--- config.mk ---
export PLATFORM = sky130hd
export DESIGN_NAME = urna_eletronica
export DESIGN_NICKNAME = d
export VERILOG_FILES = /design/src/rtl/urna_eletronica.sv
export SDC_FILE = /design/constraint.sdc
export NUM_CORES = 1
export LEC_CHECK = 0
export BUFFER_PORTS_ARGS = -buffer_cell sky130_fd_sc_hd__buf_2
export CORE_ASPECT_RATIO = 1.2
export CORE_MARGIN = 3
export CORE_UTILIZATION = 50
export CTS_BUF_LIST = sky130_fd_sc_hd__clkbuf_2
export DETAILED_ROUTE_END_ITERATION = 8
export HOLD_SLACK_MARGIN = 0.02
export MAX_ROUTING_LAYER = met4
export PLACE_DENSITY_LB_ADDON = 0.1
export SYNTH_ARGS = -nofsm -noshare
export SYNTH_HDL_FRONTEND = slang
export SYNTH_SLANG_ARGS = --single-unit
--- constraint.sdc ---
create_clock -name clock -period 6 [get_ports clock]
set_clock_uncertainty 0.05 [all_clocks]
set_input_delay 0.6 -clock clock [delete_from_list [all_inputs] [get_ports clock]]
set_output_delay 0.6 -clock clock [all_outputs]
set_load 0.005 [all_outputs]
--- src/rtl/urna_eletronica.sv ---
// ---------------------------------------------------------------------------
// urna_eletronica -- ballot-box controller for a five-way tally.
//
// A voter enters a four-digit BCD candidate code one digit per `valid`
// strobe. A further strobe either confirms the vote (confirma=1) or cancels
// it (confirma=0). A confirmed vote produces a one-clock pulse on exactly one
// candidate output. The candidate outputs drive external rising-edge BCD
// counters, so they come straight from flops and cannot glitch.
//
// Handshake: `valid` is an edge-triggered strobe, not a valid/ready pair.
// Each low-to-high transition of `valid` that is sampled on a rising clock
// edge counts as exactly one entry. How long `valid` stays high does not
// matter. There is no ready/back-pressure signal: an entry that arrives
// while the machine cannot use it is simply dropped. Such entries are a
// non-BCD digit, any strobe in VOTE, and any strobe in DONE.
//
// Ports
//   clock            system clock, all state changes on its rising edge
//   reset            synchronous, active-high; clears FSM, digits, outputs
//   digit[3:0]       BCD digit presented together with `valid`
//   valid            entry strobe (acts on its rising edge)
//   confirma         level, sampled on a `valid` edge while in CONF
//   finish           level, closes the election
//   estado[2:0]      current state code (debug / observation)
//   next_estado[2:0] combinational next state, reset included
//   digito1..4[3:0]  digits entered (digito1 is the most significant)
//   votoValido[1:0]  00 none/in progress, 01 candidate, 10 null, 11 closed
//   candidato*       one-clock vote pulses, high only during VOTE
// ---------------------------------------------------------------------------
module urna_eletronica #(
  parameter logic [15:0] COD_ARTHUR  = 16'h3503,
  parameter logic [15:0] COD_LEANDRO = 16'h3489,
  parameter logic [15:0] COD_MATEUS  = 16'h3513,
  parameter logic [15:0] COD_PABLO   = 16'h3527
) (
  input  logic       clock,
  input  logic       reset,
  input  logic [3:0] digit,
  input  logic       valid,
  input  logic       confirma,
  input  logic       finish,
  output logic [2:0] estado,
  output logic [2:0] next_estado,
  output logic [3:0] digito1,
  output logic [3:0] digito2,
  output logic [3:0] digito3,
  output logic [3:0] digito4,
  output logic [1:0] votoValido,
  output logic       candidatoArthur,
  output logic       candidatoLeandro,
  output logic       candidatoMateus,
  output logic       candidatoPablo,
  output logic       candidatoNulo
);

  typedef enum logic [2:0] {
    S_D1   = 3'd0,
    S_D2   = 3'd1,
    S_D3   = 3'd2,
    S_D4   = 3'd3,
    S_CONF = 3'd4,
    S_VOTE = 3'd5,
    S_DONE = 3'd6
  } state_t;

  localparam logic [1:0] VOTO_NONE   = 2'b00;
  localparam logic [1:0] VOTO_CAND   = 2'b01;
  localparam logic [1:0] VOTO_NULO   = 2'b10;
  localparam logic [1:0] VOTO_CLOSED = 2'b11;

  state_t state_q;
  state_t state_d;

  logic valid_q;
  logic vedge;
  logic digit_ok;

  // Registered every cycle, including during reset. A `valid` held high
  // across reset release therefore produces no edge.
  always_ff @(posedge clock) begin
    valid_q <= valid;
  end

  assign vedge    = valid & ~valid_q;
  assign digit_ok = (digit <= 4'd9);

  // Code that will be complete once the fourth digit is latched. It is used
  // to grade the vote on the D4 -> CONF transition.
  logic [15:0] code_entering;
  logic [15:0] code_held;
  logic        entering_is_cand;

  assign code_entering = {digito1, digito2, digito3, digit};
  assign code_held     = {digito1, digito2, digito3, digito4};

  assign entering_is_cand = (code_entering == COD_ARTHUR)  ||
                            (code_entering == COD_LEANDRO) ||
                            (code_entering == COD_MATEUS)  ||
                            (code_entering == COD_PABLO);

  // ---------------- next-state logic ----------------
  always_comb begin
    state_d = state_q;
    if (reset) begin
      state_d = S_D1;
    end else begin
      case (state_q)
        S_D1, S_D2, S_D3, S_D4: begin
          if (finish) begin
            state_d = S_DONE;
          end else if (vedge && digit_ok) begin
            case (state_q)
              S_D1:    state_d = S_D2;
              S_D2:    state_d = S_D3;
              S_D3:    state_d = S_D4;
              default: state_d = S_CONF;
            endcase
          end
        end
        S_CONF: begin
          if (finish) begin
            state_d = S_DONE;
          end else if (vedge) begin
            state_d = confirma ? S_VOTE : S_D1;
          end
        end
        // The pulse has been emitted during this cycle. A finish seen here
        // closes the election on the following edge instead of cutting it.
        S_VOTE:  state_d = finish ? S_DONE : S_D1;
        S_DONE:  state_d = S_DONE;
        default: state_d = S_D1;   // unused code 7
      endcase
    end
  end

  assign estado      = state_q;
  assign next_estado = state_d;

  // Transition qualifiers, derived from the next-state decision so that
  // datapath and FSM can never disagree.
  logic take_digit;
  logic enter_conf;
  logic cancel_vote;
  logic enter_vote;
  logic enter_done;

  assign take_digit  = (state_q <= S_D4) && (state_d != state_q) && (state_d != S_DONE);
  assign enter_conf  = (state_q == S_D4)   && (state_d == S_CONF);
  assign cancel_vote = (state_q == S_CONF) && (state_d == S_D1);
  assign enter_vote  = (state_q == S_CONF) && (state_d == S_VOTE);
  assign enter_done  = (state_q != S_DONE) && (state_d == S_DONE);

  // ---------------- state, digits, grading, pulses ----------------
  always_ff @(posedge clock) begin
    if (reset) begin
      state_q          <= S_D1;
      digito1          <= 4'd0;
      digito2          <= 4'd0;
      digito3          <= 4'd0;
      digito4          <= 4'd0;
      votoValido       <= VOTO_NONE;
      candidatoArthur  <= 1'b0;
      candidatoLeandro <= 1'b0;
      candidatoMateus  <= 1'b0;
      candidatoPablo   <= 1'b0;
      candidatoNulo    <= 1'b0;
    end else begin
      state_q <= state_d;

      // Pulses last one cycle: cleared by default, set only on CONF -> VOTE.
      candidatoArthur  <= 1'b0;
      candidatoLeandro <= 1'b0;
      candidatoMateus  <= 1'b0;
      candidatoPablo   <= 1'b0;
      candidatoNulo    <= 1'b0;

      if (take_digit) begin
        case (state_q)
          S_D1: begin
            digito1    <= digit;
            votoValido <= VOTO_NONE;  // previous vote's grade is dropped
          end
          S_D2:    digito2 <= digit;
          S_D3:    digito3 <= digit;
          default: digito4 <= digit;
        endcase
      end

      if (enter_conf) begin
        votoValido <= entering_is_cand ? VOTO_CAND : VOTO_NULO;
      end

      if (cancel_vote) begin
        digito1    <= 4'd0;
        digito2    <= 4'd0;
        digito3    <= 4'd0;
        digito4    <= 4'd0;
        votoValido <= VOTO_NONE;
      end

      if (enter_vote) begin
        if (code_held == COD_ARTHUR)       candidatoArthur  <= 1'b1;
        else if (code_held == COD_LEANDRO) candidatoLeandro <= 1'b1;
        else if (code_held == COD_MATEUS)  candidatoMateus  <= 1'b1;
        else if (code_held == COD_PABLO)   candidatoPablo   <= 1'b1;
        else                               candidatoNulo    <= 1'b1;
      end

      if (enter_done) begin
        votoValido <= VOTO_CLOSED;
      end
    end
  end

endmodule

After elaboration in Yosys (flattened, before gate mapping)
Cells that the tools add are included.

word-level totals
  register bits = 27
  input bits = 9
  word-level logic and storage cells = 84

operators by class
  magnitude comparators = 2
  equality and inequality tests = 20
  multiplexer cells = 20
  bitwise gates (word level) = 4
  reduce and logical (&&, ||, !) cells = 26

operators by type and width
  cell                                                            number
  == test 16 x 14 -> 1 bit, second input constant                 8
  2-to-1 mux 3 bit                                                7
  == test 3 bit, second input constant                            6
  2-to-1 mux 2 bit                                                6
  case mux 3 bit (4 select lines)                                 1
  AND reduction 2 bit                                             5
  case mux 3 bit (3 select lines)                                 1
  nonzero test 4 bit                                              2
  OR reduction 4 bit                                              2
  logical AND 1 bit                                               7
  == test 3 x 2 -> 1 bit, second input constant                   2
  logical NOT 3 bit                                               2
  != test 3 bit, second input constant                            2
  OR reduction 3 bit                                              2
  2-to-1 mux 1 bit                                                5
  OR reduction 5 bit                                              1
  less-or-equal comparator 4 bit, second input constant           1
  OR reduction 2 bit                                              2
  == test 3 x 1 -> 1 bit, second input constant                   1
  less-or-equal comparator 3 x 2 -> 1 bit, second input constant  1
  logical OR 1 bit                                                3
  != test 3 bit                                                   1
  inverter 1 bit                                                  3
  AND 1 bit                                                       1

Depth between registers and ports, before layout
  depth in word-level cells = 14
  mapped depth = 7
  depth with buffers taken out = 6

Least setup slack after synthesis
OpenSTA, ideal clock, no wires.

  kind = input to register
  start point = input digit[2]
  end point = register votoValido[0]
  setup time = 0.122 ns
  arrival = 2.118 ns
  path slack = 3.710 ns
  stages on the path = 6
  path buffers = 0
  path through = o21a_1 -> nor3_1 -> o21bai_2 -> a211oi_4 -> nor2_1 -> a311o_1

on the way
  word-level cells in the longest chain between the ends = 11
  elaborated cells between the ends (all ways) = 30
  classes of those cells = order compare (1); eq/ne (8); mux (8); reduce/logical (13)

ends and longest elaborated chain
  what                                                            line      text
  start: declaration                                              38        input logic [3:0] digit,
  less-or-equal comparator 4 bit                                  85        assign digit_ok = (digit <= 4'd9);
  logical AND 1 bit                                               111       end else if (vedge && digit_ok) begin
  2-to-1 mux 3 bit                                                111
  2-to-1 mux 3 bit                                                109       if (finish) begin
  case mux 3 bit (4 select lines)                                 107       case (state_q)
  2-to-1 mux 3 bit                                                104       if (reset) begin
  == test 3 bit / != test 3 bit (equally long branches)           148, 147
  logical AND 1 bit (on tied branches)                            148, 147
  2-to-1 mux 2 bit / logical AND 1 bit (equally long branches)    189, 147
  2-to-1 mux 2 bit / nonzero test 4 bit (equally long branches)   n/a
  2-to-1 mux 2 bit / AND reduction 2 bit (equally long branches)  n/a
  end signal: assignment                                          190       votoValido <= entering_is_cand ? VOTO_CAND : VOTO_NULO;
  end: declaration                                                48        output logic [1:0] votoValido,

Several ways; a longest one is shown, not always the timed one.
A chain may end at the register's enable or synchronous reset.

Worst setup path in the final report
  start point = register state_q[0], in the netlist estado[0]
  end point = output next_estado[1]

on the way
  word-level cells in the longest chain between the ends = 6
  elaborated cells between the ends (all ways) = 13
  classes of those cells = eq/ne (6); mux (5); reduce/logical (2)

ends and longest elaborated chain
  what                                            line      text
  start: declaration                              71        state_t state_q;
  start signal: assignment                        168       state_q <= state_d;
  == test 3 x 2 -> 1 bit (tied with other cells)  107, 112
  case mux 3 bit (3 select lines)                 112       case (state_q)
  2-to-1 mux 3 bit                                111
  2-to-1 mux 3 bit                                109
  case mux 3 bit (4 select lines) *               107
  2-to-1 mux 3 bit *                              104
  end: declaration                                43        output logic [2:0] next_estado,

Mark *: on every way between the ends. The rest lies on a longest branch, timed or not.

==> impl_metrics.env <==
export IMPL_status="completed"
export IMPL_routed_via_density=5.93
export IMPL_yosysSeqAreaShare=0.388
export IMPL_clk_insertion_delay_late_ns=0.36
export IMPL_ys_ff_latch=27
export IMPL_ctsHtreeMaxLevel=1
export IMPL_relSlewSlack=0.189
export IMPL_final_setup_tns_ns=0
export IMPL_grt_max_degree=19
export IMPL_synth_distinct_cells=45
export IMPL_dp_hpwl_mm=2.54
export IMPL_synthXorXnorAreaFrac=0
export IMPL_fin_nets=204
export IMPL_synth_fa_ha_area_frac=0
export IMPL_holdWs_ns=0.317
export IMPL_fmax_mhz=352
export IMPL_postCtsHoldBufs=0
export IMPL_powerDensity_nw_per_um2=194
export IMPL_critical_path_required_ns=5.35
export IMPL_core_um2=2600
export IMPL_synthFlopType="dfxtp_1"
export IMPL_endpoint_kind="output pin"
export IMPL_synth_area_leaders="dfxtp_1 39%, mux2i_1 6.5%, nand2_1 6.5%"
export IMPL_num_rows=20
export IMPL_cp_slowest_cell="dfxtp_1"
export IMPL_globalplace_congestion=0.949
export IMPL_grt_pass1_wl_mm=5.57
export IMPL_leakage_nw=0.693
export IMPL_synth_most_common_cell="dfxtp_1"
export IMPL_synth_largest_area_cell="dfxtp_1"
export IMPL_drt_initial_drc_count=56
export IMPL_grt_ovfl_total=0
export IMPL_holdPathStages=1
export IMPL_antennaDiodeCount=0
export IMPL_synth_common_cells="27 x dfxtp_1, 24 x nand2_1, 17 x nor2_1, 9 x mux2i_1"
export IMPL_drv_cap=0
export IMPL_setup_violations=0
export IMPL_die_height_um=63.8
export IMPL_avgRoutedWirePerCell_um=14.6
export IMPL_final_max_slew_violation_count=0
export IMPL_rsz0062_at_grt="no"
export IMPL_syn_area_um2=1390
export IMPL_dr_pass1_iters=4
export IMPL_synth_simple_area_share=0.302
export IMPL_fin_crit_sh=0.474
export IMPL_critPathKind="register to output pin"
export IMPL_cts_resized=0
export IMPL_cts_buffer_depth=2
export IMPL_ys_async_sr_fraction=0
export IMPL_cts_clk_slew_worst_paths_ns=0.25
export IMPL_num_fill_cells=241
export IMPL_synth_top_area_share=0.388
export IMPL_area_growth_pct=16.1
export IMPL_drive_above_1_share=0.258
export IMPL_synth_top_family_by_area="simple AND/OR/NAND/NOR gates"
export IMPL_worst_pin_slew_ns=1.22
export IMPL_grt_pass1_vias=1229
export IMPL_post_route_drc_count=0
export IMPL_reg2reg_depth=6
export IMPL_synthCells=158
export IMPL_start_kind="register"
export IMPL_vdd_ir_drop_max_uv=113
export IMPL_die_w_um=54.2
export IMPL_synthesis_nets=167
export IMPL_grt_antenna_before_repair=0
export IMPL_vias=1347
export IMPL_dpl_cell_area_um2=1600
export IMPL_synth_edf_count=0
export IMPL_wl_mm=3.31
export IMPL_hold_path_class="primary input to register"
export IMPL_port_buffers=37
export IMPL_period_minus_slack_ns=2.84
export IMPL_grt_usage=0.216
export IMPL_clkSinkCount=27
export IMPL_pin_count=38
export IMPL_cpPeakStageDelay_ns=0.64
export IMPL_cts_tree="done"
export IMPL_cts_buffers=3
export IMPL_initial_core_util=0.535
export IMPL_hold_viol_final=0
export IMPL_worst_ep_arrival_time_ns=2.19
export IMPL_cts_root_buf="clkbuf_2"
export IMPL_critPathMaxFanout=14
export IMPL_fin_area_um2=1620
export IMPL_crit_chain="nand3b_1 -> o31a_1 -> a311oi_4 -> buf_2"
export IMPL_synth_mux_area_frac=0.0647
export IMPL_ys_warn_count=0
export IMPL_postCtsSetupRepairBufs=0
export IMPL_avgSynthCellArea_um2=8.81
export IMPL_die_area_um2=3460
export IMPL_synth_compound_area_frac=0.221
export IMPL_drtAntennaViolNets=0
export IMPL_total_power_mw=0.314
## layout by cell type, fill, tap and decap left out, types with 2 or more instances in the layout
cell type   n
nor4b_1     3
nor4_1      2
nand2_1    24
nand3_1     5
nand3b_1    3
clkbuf_2    3
nand2b_1    3
a311o_1     2
nand4_1     2
a22o_1      4
a21oi_1     6
buf_2      37
dfxtp_1    27
or3_1       3
nor2b_1     3
inv_1       3
nor2_1     17
o21ai_0     6
o21a_1      3
nor3_1      4
mux2i_1     9
## report_power, final
group	internal (mW)	switching (mW)
sequential	0.186	0.00763
combinational	0.0213	0.0293
clock	0.0151	0.0550
## flip-flops by register name, summed over array words and instances, names as in the netlist
name              flops
candidatoArthur       1
estado                3
candidatoNulo         1
digito4               4
candidatoPablo        1
votoValido            2
digito3               4
digito2               4
valid_q               1
digito1               4
candidatoLeandro      1
candidatoMateus       1
## routing by layer
metal | track usage | up-vias | share of wire
met5 | - | - | 0
met4 | 0.0779 | 0 | 0.021
met3 | 0.0280 | 8 | 0.062
met2 | 0.331 | 52 | 0.47
met1 | 0.285 | 624 | 0.44
li1 | - | 663 | -
## cell type report
class	instances	area [um^2]	area share
Clock buffer	3	15.0	0.00929
Clock inverter	1	5.00	0.00310
Inverter	3	11.3	0.00697
Multi-Input combinational cell	123	818	0.506
Sequential cell	27	541	0.334
Tap cell	33	41.3	0.0255
Timing Repair Buffer	37	185	0.115
## critical path, delay by kind of cell, from the launching register on
family	cells	cell delay [ns]
AO/OA/AOI/OAI	2	0.79
flip-flops	1	0.64
buffers and inverters	1	0.20
AND/OR/NAND/NOR	1	0.19
## path summary, 6_finish.rpt
check,end,startpoint,slack (ns)
min reg2reg,digito2[1],digito2[1],0.44
max,next_estado[1],estado[0],3.16
min,valid_q,valid,0.32
max reg2reg,votoValido[1],estado[1],3.52
## cells by family after synthesis
family          after synthesis
buf+inv                       8
simple gates                 77
compound gates               37
flops                        27
mux                           9
## through the flow
stage,worst slack (ns),std cells,utilization
global route,2.99,227,0.621
global placement,3.36,223,0.613
finish,3.16,227,0.621
detailed placement,3.26,223,0.613
floorplan,3.71,158,-
CTS,3.17,227,0.621
(Power assumes the default switching activity.)
